[src/rtl/serial_sub_pkg.sv]
// Shared definitions for the bit-serial subtractor: FSM encoding, default width
// and the signed-overflow rule used when the result is committed.
package serial_sub_pkg;

  localparam int SUB_DEF_WIDTH = 8;

  typedef enum logic [1:0] {
    ST_IDLE = 2'd0,
    ST_RUN  = 2'd1,
    ST_DONE = 2'd2
  } state_t;

  // Subtraction overflows only when the operand signs differ and the result
  // sign departs from the minuend sign.
  function automatic logic sub_ovf(input logic a_msb, input logic b_msb, input logic d_msb);
    return (a_msb != b_msb) && (d_msb != a_msb);
  endfunction

endpackage

[src/rtl/serial_sub_cell.sv]
// Single-bit full subtractor: difference, borrow-out, borrow generate/propagate.
// Purely combinational, no state, no backpressure.
module sub_cell (
  input  logic a_i,
  input  logic b_i,
  input  logic bin_i,
  output logic d_o,
  output logic bout_o,
  output logic g_o,
  output logic p_o
);

  assign g_o    = ~a_i & b_i;
  assign p_o    = ~a_i | b_i;
  assign d_o    = a_i ^ b_i ^ bin_i;
  assign bout_o = g_o | (~(a_i ^ b_i) & bin_i);

endmodule

[src/rtl/serial_sub.sv]
// Bit-serial subtractor a - b - bin, LSB first, one bit per cycle.
// done pulses WIDTH+1 cycles after an accepted start; start is ignored while busy.
module serial_sub
  import serial_sub_pkg::*;
#(
  parameter int WIDTH = SUB_DEF_WIDTH
) (
  input  logic             clk,
  input  logic             rst,
  input  logic             start,
  input  logic [WIDTH-1:0] a,
  input  logic [WIDTH-1:0] b,
  input  logic             bin,
  output logic             busy,
  output logic             done,
  output logic [WIDTH-1:0] diff,
  output logic             bout,
  output logic             zero,
  output logic             ovf
);

  localparam int CW = $clog2(WIDTH + 1);
  localparam logic [CW-1:0] LAST = CW'(WIDTH - 1);

  state_t           state_q, state_d;
  logic [CW-1:0]    cnt_q, cnt_d;
  logic [WIDTH-1:0] a_q, a_d;
  logic [WIDTH-1:0] b_q, b_d;
  logic [WIDTH-1:0] sh_q, sh_d;
  logic             br_q, br_d;
  logic             amsb_q, amsb_d;
  logic             bmsb_q, bmsb_d;
  logic [WIDTH-1:0] diff_q, diff_d;
  logic             bout_q, bout_d;
  logic             zero_q, zero_d;
  logic             ovf_q, ovf_d;

  logic             cell_d, cell_bout, cell_g, cell_p;
  logic [WIDTH-1:0] sh_next;

  sub_cell u_cell (
    .a_i    (a_q[0]),
    .b_i    (b_q[0]),
    .bin_i  (br_q),
    .d_o    (cell_d),
    .bout_o (cell_bout),
    .g_o    (cell_g),
    .p_o    (cell_p)
  );

  // Result bits enter at the MSB so that after WIDTH shifts bit 0 lands at bit 0.
  assign sh_next = {cell_d, sh_q[WIDTH-1:1]};

  always_comb begin
    state_d = state_q;
    cnt_d   = cnt_q;
    a_d     = a_q;
    b_d     = b_q;
    sh_d    = sh_q;
    br_d    = br_q;
    amsb_d  = amsb_q;
    bmsb_d  = bmsb_q;
    diff_d  = diff_q;
    bout_d  = bout_q;
    zero_d  = zero_q;
    ovf_d   = ovf_q;
    case (state_q)
      ST_RUN: begin
        a_d   = a_q >> 1;
        b_d   = b_q >> 1;
        br_d  = cell_bout;
        sh_d  = sh_next;
        cnt_d = cnt_q + 1'b1;
        if (cnt_q == LAST) begin
          state_d = ST_DONE;
          diff_d  = sh_next;
          bout_d  = cell_bout;
          zero_d  = (sh_next == '0);
          ovf_d   = sub_ovf(amsb_q, bmsb_q, sh_next[WIDTH-1]);
        end
      end
      default: begin
        // IDLE and DONE both accept; an illegal encoding falls back to IDLE.
        if (start) begin
          state_d = ST_RUN;
          a_d     = a;
          b_d     = b;
          br_d    = bin;
          cnt_d   = '0;
          sh_d    = '0;
          amsb_d  = a[WIDTH-1];
          bmsb_d  = b[WIDTH-1];
        end else begin
          state_d = ST_IDLE;
        end
      end
    endcase
  end

  always_ff @(posedge clk) begin
    if (rst) begin
      state_q <= ST_IDLE;
      cnt_q   <= '0;
      a_q     <= '0;
      b_q     <= '0;
      sh_q    <= '0;
      br_q    <= 1'b0;
      amsb_q  <= 1'b0;
      bmsb_q  <= 1'b0;
      diff_q  <= '0;
      bout_q  <= 1'b0;
      zero_q  <= 1'b0;
      ovf_q   <= 1'b0;
    end else begin
      state_q <= state_d;
      cnt_q   <= cnt_d;
      a_q     <= a_d;
      b_q     <= b_d;
      sh_q    <= sh_d;
      br_q    <= br_d;
      amsb_q  <= amsb_d;
      bmsb_q  <= bmsb_d;
      diff_q  <= diff_d;
      bout_q  <= bout_d;
      zero_q  <= zero_d;
      ovf_q   <= ovf_d;
    end
  end

  // The cell's direct borrow form must agree with the generate/propagate form.
  borrow_gp_consistent: assert property (@(posedge clk) disable iff (rst)
    cell_bout == (cell_g | (cell_p & br_q)));

  assign busy = (state_q == ST_RUN);
  assign done = (state_q == ST_DONE);
  assign diff = diff_q;
  assign bout = bout_q;
  assign zero = zero_q;
  assign ovf  = ovf_q;

endmodule

[config.mk]
export PLATFORM = sky130hd
export DESIGN_NAME = serial_sub
export DESIGN_NICKNAME = d
export VERILOG_FILES = /design/src/rtl/serial_sub_pkg.sv /design/src/rtl/serial_sub_cell.sv /design/src/rtl/serial_sub.sv
export SDC_FILE = /design/constraint.sdc
export NUM_CORES = 1
export LEC_CHECK = 0
export ABC_AREA = 1
export CAP_MARGIN = 40
export CORE_MARGIN = 2
export CORE_UTILIZATION = 30
export CTS_CLUSTER_SIZE = 24
export DETAILED_ROUTE_END_ITERATION = 7
export PLACE_DENSITY_LB_ADDON = 0.08
export SLEW_MARGIN = 5
export SYNTH_ARGS = -nofsm -noshare
export SYNTH_HDL_FRONTEND = slang
export SYNTH_SLANG_ARGS = --single-unit
[constraint.sdc]
create_clock -name clk -period 2.34 [get_ports clk]
set_clock_uncertainty 0.1 [all_clocks]
set_input_delay 0.351 -clock clk [delete_from_list [all_inputs] [get_ports clk]]
set_output_delay 0.351 -clock clk [all_outputs]
set_load 0.03 [all_outputs]
==> impl_metrics.tcl <==
set metrics [dict create \
    antenna_found_initial 0 \
    cap_violations 0 \
    grt_pass1_vias 1669 \
    n_fill_cell 714 \
    ios 33 \
    initial_utilization_pct 30.68 \
    yosysWarnings 0 \
    netlist_area_um2 1926 \
    die_x_um 84.12 \
    clock_sinks 43 \
    fin_setup_tns_ns 0 \
    die_h_um 84.12 \
    hold_violations 0 \
    worstSetupEndpointType "primary output" \
    fin_crit_sh_pct 83.28 \
    netlist.area_leader.share_pct 44.70 \
    multi_input_area_um2 845.8 \
    cts-root-buf "clkbuf_8" \
    grt.busiest_layer "met2" \
    synth.net_count 294 \
    run_status "finished clean" \
    worst_pin_slew_ns 0.8097 \
    wirelength_mm 4.322 \
    cp_data_arrival_time_ns 1.50 \
    max_stage_delay_ns 0.49 \
    clkLatencyLatePin_ns 0.29 \
    antenna_cells 0 \
    dp_cells 369 \
    syn_to_final_growth_pct 22.48 \
    first_iter_violations 41 \
    instances_no_fill 376 \
    avgSynthCellArea_um2 7.106 \
    dieArea_um2 7075 \
    seqCellArea_um2 860.8 \
    critPathLaunchType "flop" \
    drive_above_1_share_pct 5.351 \
    syn_inst 271 \
    critPathKind "flop to primary output" \
    grtUsageMet3_pct 3.660 \
    tritoncts "built" \
    cts_buffers 5 \
    ys_seq_area_share_pct 44.70 \
    yosys.area.top_type "dfxtp_1" \
    gp_congestion 0.7117 \
    gr-usage-met2_pct 23.02 \
    vias 1719 \
    cts-hold-fix-buffers 0 \
    powerDensity_nw_per_um2 605.8 \
    post_cts_buffers 0 \
    drtPass1Iterations 4 \
    coreArea_um2 6277 \
    num-nets-final 322 \
    io_buffer_count 32 \
    hold_class "flop to flop" \
    cts_resized 0 \
    grt_max_degree 41 \
    clock_path_buffers 2 \
    setup_viol 0 \
    grt-ovfl-total 0 \
    ir_drop_mv 0.2348 \
    required_ns 1.89 \
    fp-row-count 29 \
    vias_per_cell 4.572 \
    ant_nets 0 \
    hpwl_mm 2.844 \
    grt_usage_pct 13.26 \
    cp_num_buf_inv 2 \
    p_leak_uw 0.001067 \
    max_freq_ghz 0.5131 \
    synthTopCellsByArea "dfxtp_1, nand3_1, nand2_1" \
    cpMaxStageDelayCell "nor2_2" \
    finalCriticalPeriod_ns 1.949 \
    rsz0062_at_grt "no" \
    ctsHtreeMaxLevel 2 \
    synth.distinct_cells 21 \
    grt_pass1_wl_mm 7.624 \
    synth-seq-cells 43 \
    crit_chain "inv_1, nor2_2, buf_4" \
    path_delay_family "simple AND/OR/NAND/NOR gates" \
    grtUsageMet1_pct 15.96 \
    slew_viol_final 0 \
    wl_per_cell_um 11.49 \
    critPathMaxFanout 14 \
    clk_transition_reported_paths_ns 0.08 \
    max_slew_margin_pct 45.82 \
    drc 0 \
]
==> worst register-to-register path: cells and delay by family (launching register included) <==
| kind | cells | cell delay, ns |
|---|---|---|
| buf+inv | 1 | 0.06 |
| compound gates | 1 | 0.06 |
| flops | 1 | 0.37 |
| simple gates | 3 | 1.01 |
==> cell type report <==
type	count	share of cell area, %
clock inverters	1	0.2122
inverters	30	4.775
flip-flops and latches	43	36.50
repair buffers	37	15.07
multi-input cells	182	35.86
well taps	77	4.085
clock buffers	6	3.501
==> stage by stage <==
| step | power, uW | hold WS, ns | util, % | area (um2) | worst slack (ns) |
|---|---|---|---|---|---|
| after CTS | 1458 | 0.3688 | 37.57 | 2359 | 0.3769 |
| after detailed placement | 965.7 | 0.3568 | 36.18 | 2271 | 0.3765 |
| after global routing | 1518 | 0.3925 | 37.57 | 2359 | 0.2664 |
| after floorplan | 907.3 | 0.3295 | - | 1926 | 0.9549 |
| final | 1429 | 0.3636 | 37.57 | 2359 | 0.3911 |
| after global placement | 965.6 | 0.3535 | 36.18 | 2271 | 0.4256 |
==> worst paths after layout <==
| path | from | endpoint | slack (ns) | cells past startpoint |
|---|---|---|---|---|
| setup / recovery | state_q[0] | busy | 0.39 | 3 |
| hold / removal | diff[2] | diff[2] | 0.36 | 2 |
| setup reg to reg | state_q[0] | sh_q[7] | 0.62 | 5 |
| hold reg to reg | diff[2] | diff[2] | 0.36 | 2 |
==> per-layer routing <==
metal | wire, um | vias to the layer above
met3 | 148 | 6
met1 | 2071 | 772
met4 | 53 | 0
met5 | 0 | -
met2 | 2048 | 27
li1 | - | 914
==> placed cells by master, fill, tap and decap left out <==
cell type and instances:
nor2_1 14, clkinv_1 1, nor2_2 2, o21ai_0 4, dfxtp_1 43, clkdlybuf4s50_1 31, buf_4 6, ha_1 1
clkbuf_8 6, a21oi_1 10, inv_1 29, o21ai_1 1, nand2_1 75, nand2_2 1, nand3_1 68, a211oi_1 2
nor3_1 2, clkinv_2 1, fa_1 2
==> synth_stat cells <==
library cell  instances
clkinv_1              1
nor2_1               14
inv_1                29
buf_1                 1
buf_6                 1
nor3_1                2
a211oi_1              2
a21oi_1              10
nor2_2                2
buf_4                 2
fa_1                  2
ha_1                  1
o21ai_1               1
clkbuf_1              3
nand2_1              75
dfxtp_1              43
o21ai_0               4
buf_8                 2
nand3_1              68
buf_2                 7
nand2_2               1
==> registers in the layout, summed over array words and instances, names as in the netlist <==
| signal | cells |
|---|---|
| br_q | 1 |
| cnt_q | 4 |
| a_q | 8 |
| diff | 8 |
| amsb_q | 1 |
| state_q | 2 |
| bout | 1 |
| b_q | 8 |
| zero | 1 |
| ovf | 1 |
| bmsb_q | 1 |
| sh_q | 7 |
==> report_power, final <==
part	internal [uW]	switching (uW)
sequential	756	16.8
combinational	73.1	98.5
clock	232	252
==> cells by family after synthesis <==
| kind of cell | share of synthesized area [%] |
|---|---|
| flops | 44.70 |
| simple gates | 36.52 |
| compound gates | 4.678 |
| buf+inv | 11.37 |
| fa+ha+maj | 2.729 |
(Power assumes the default switching activity.)
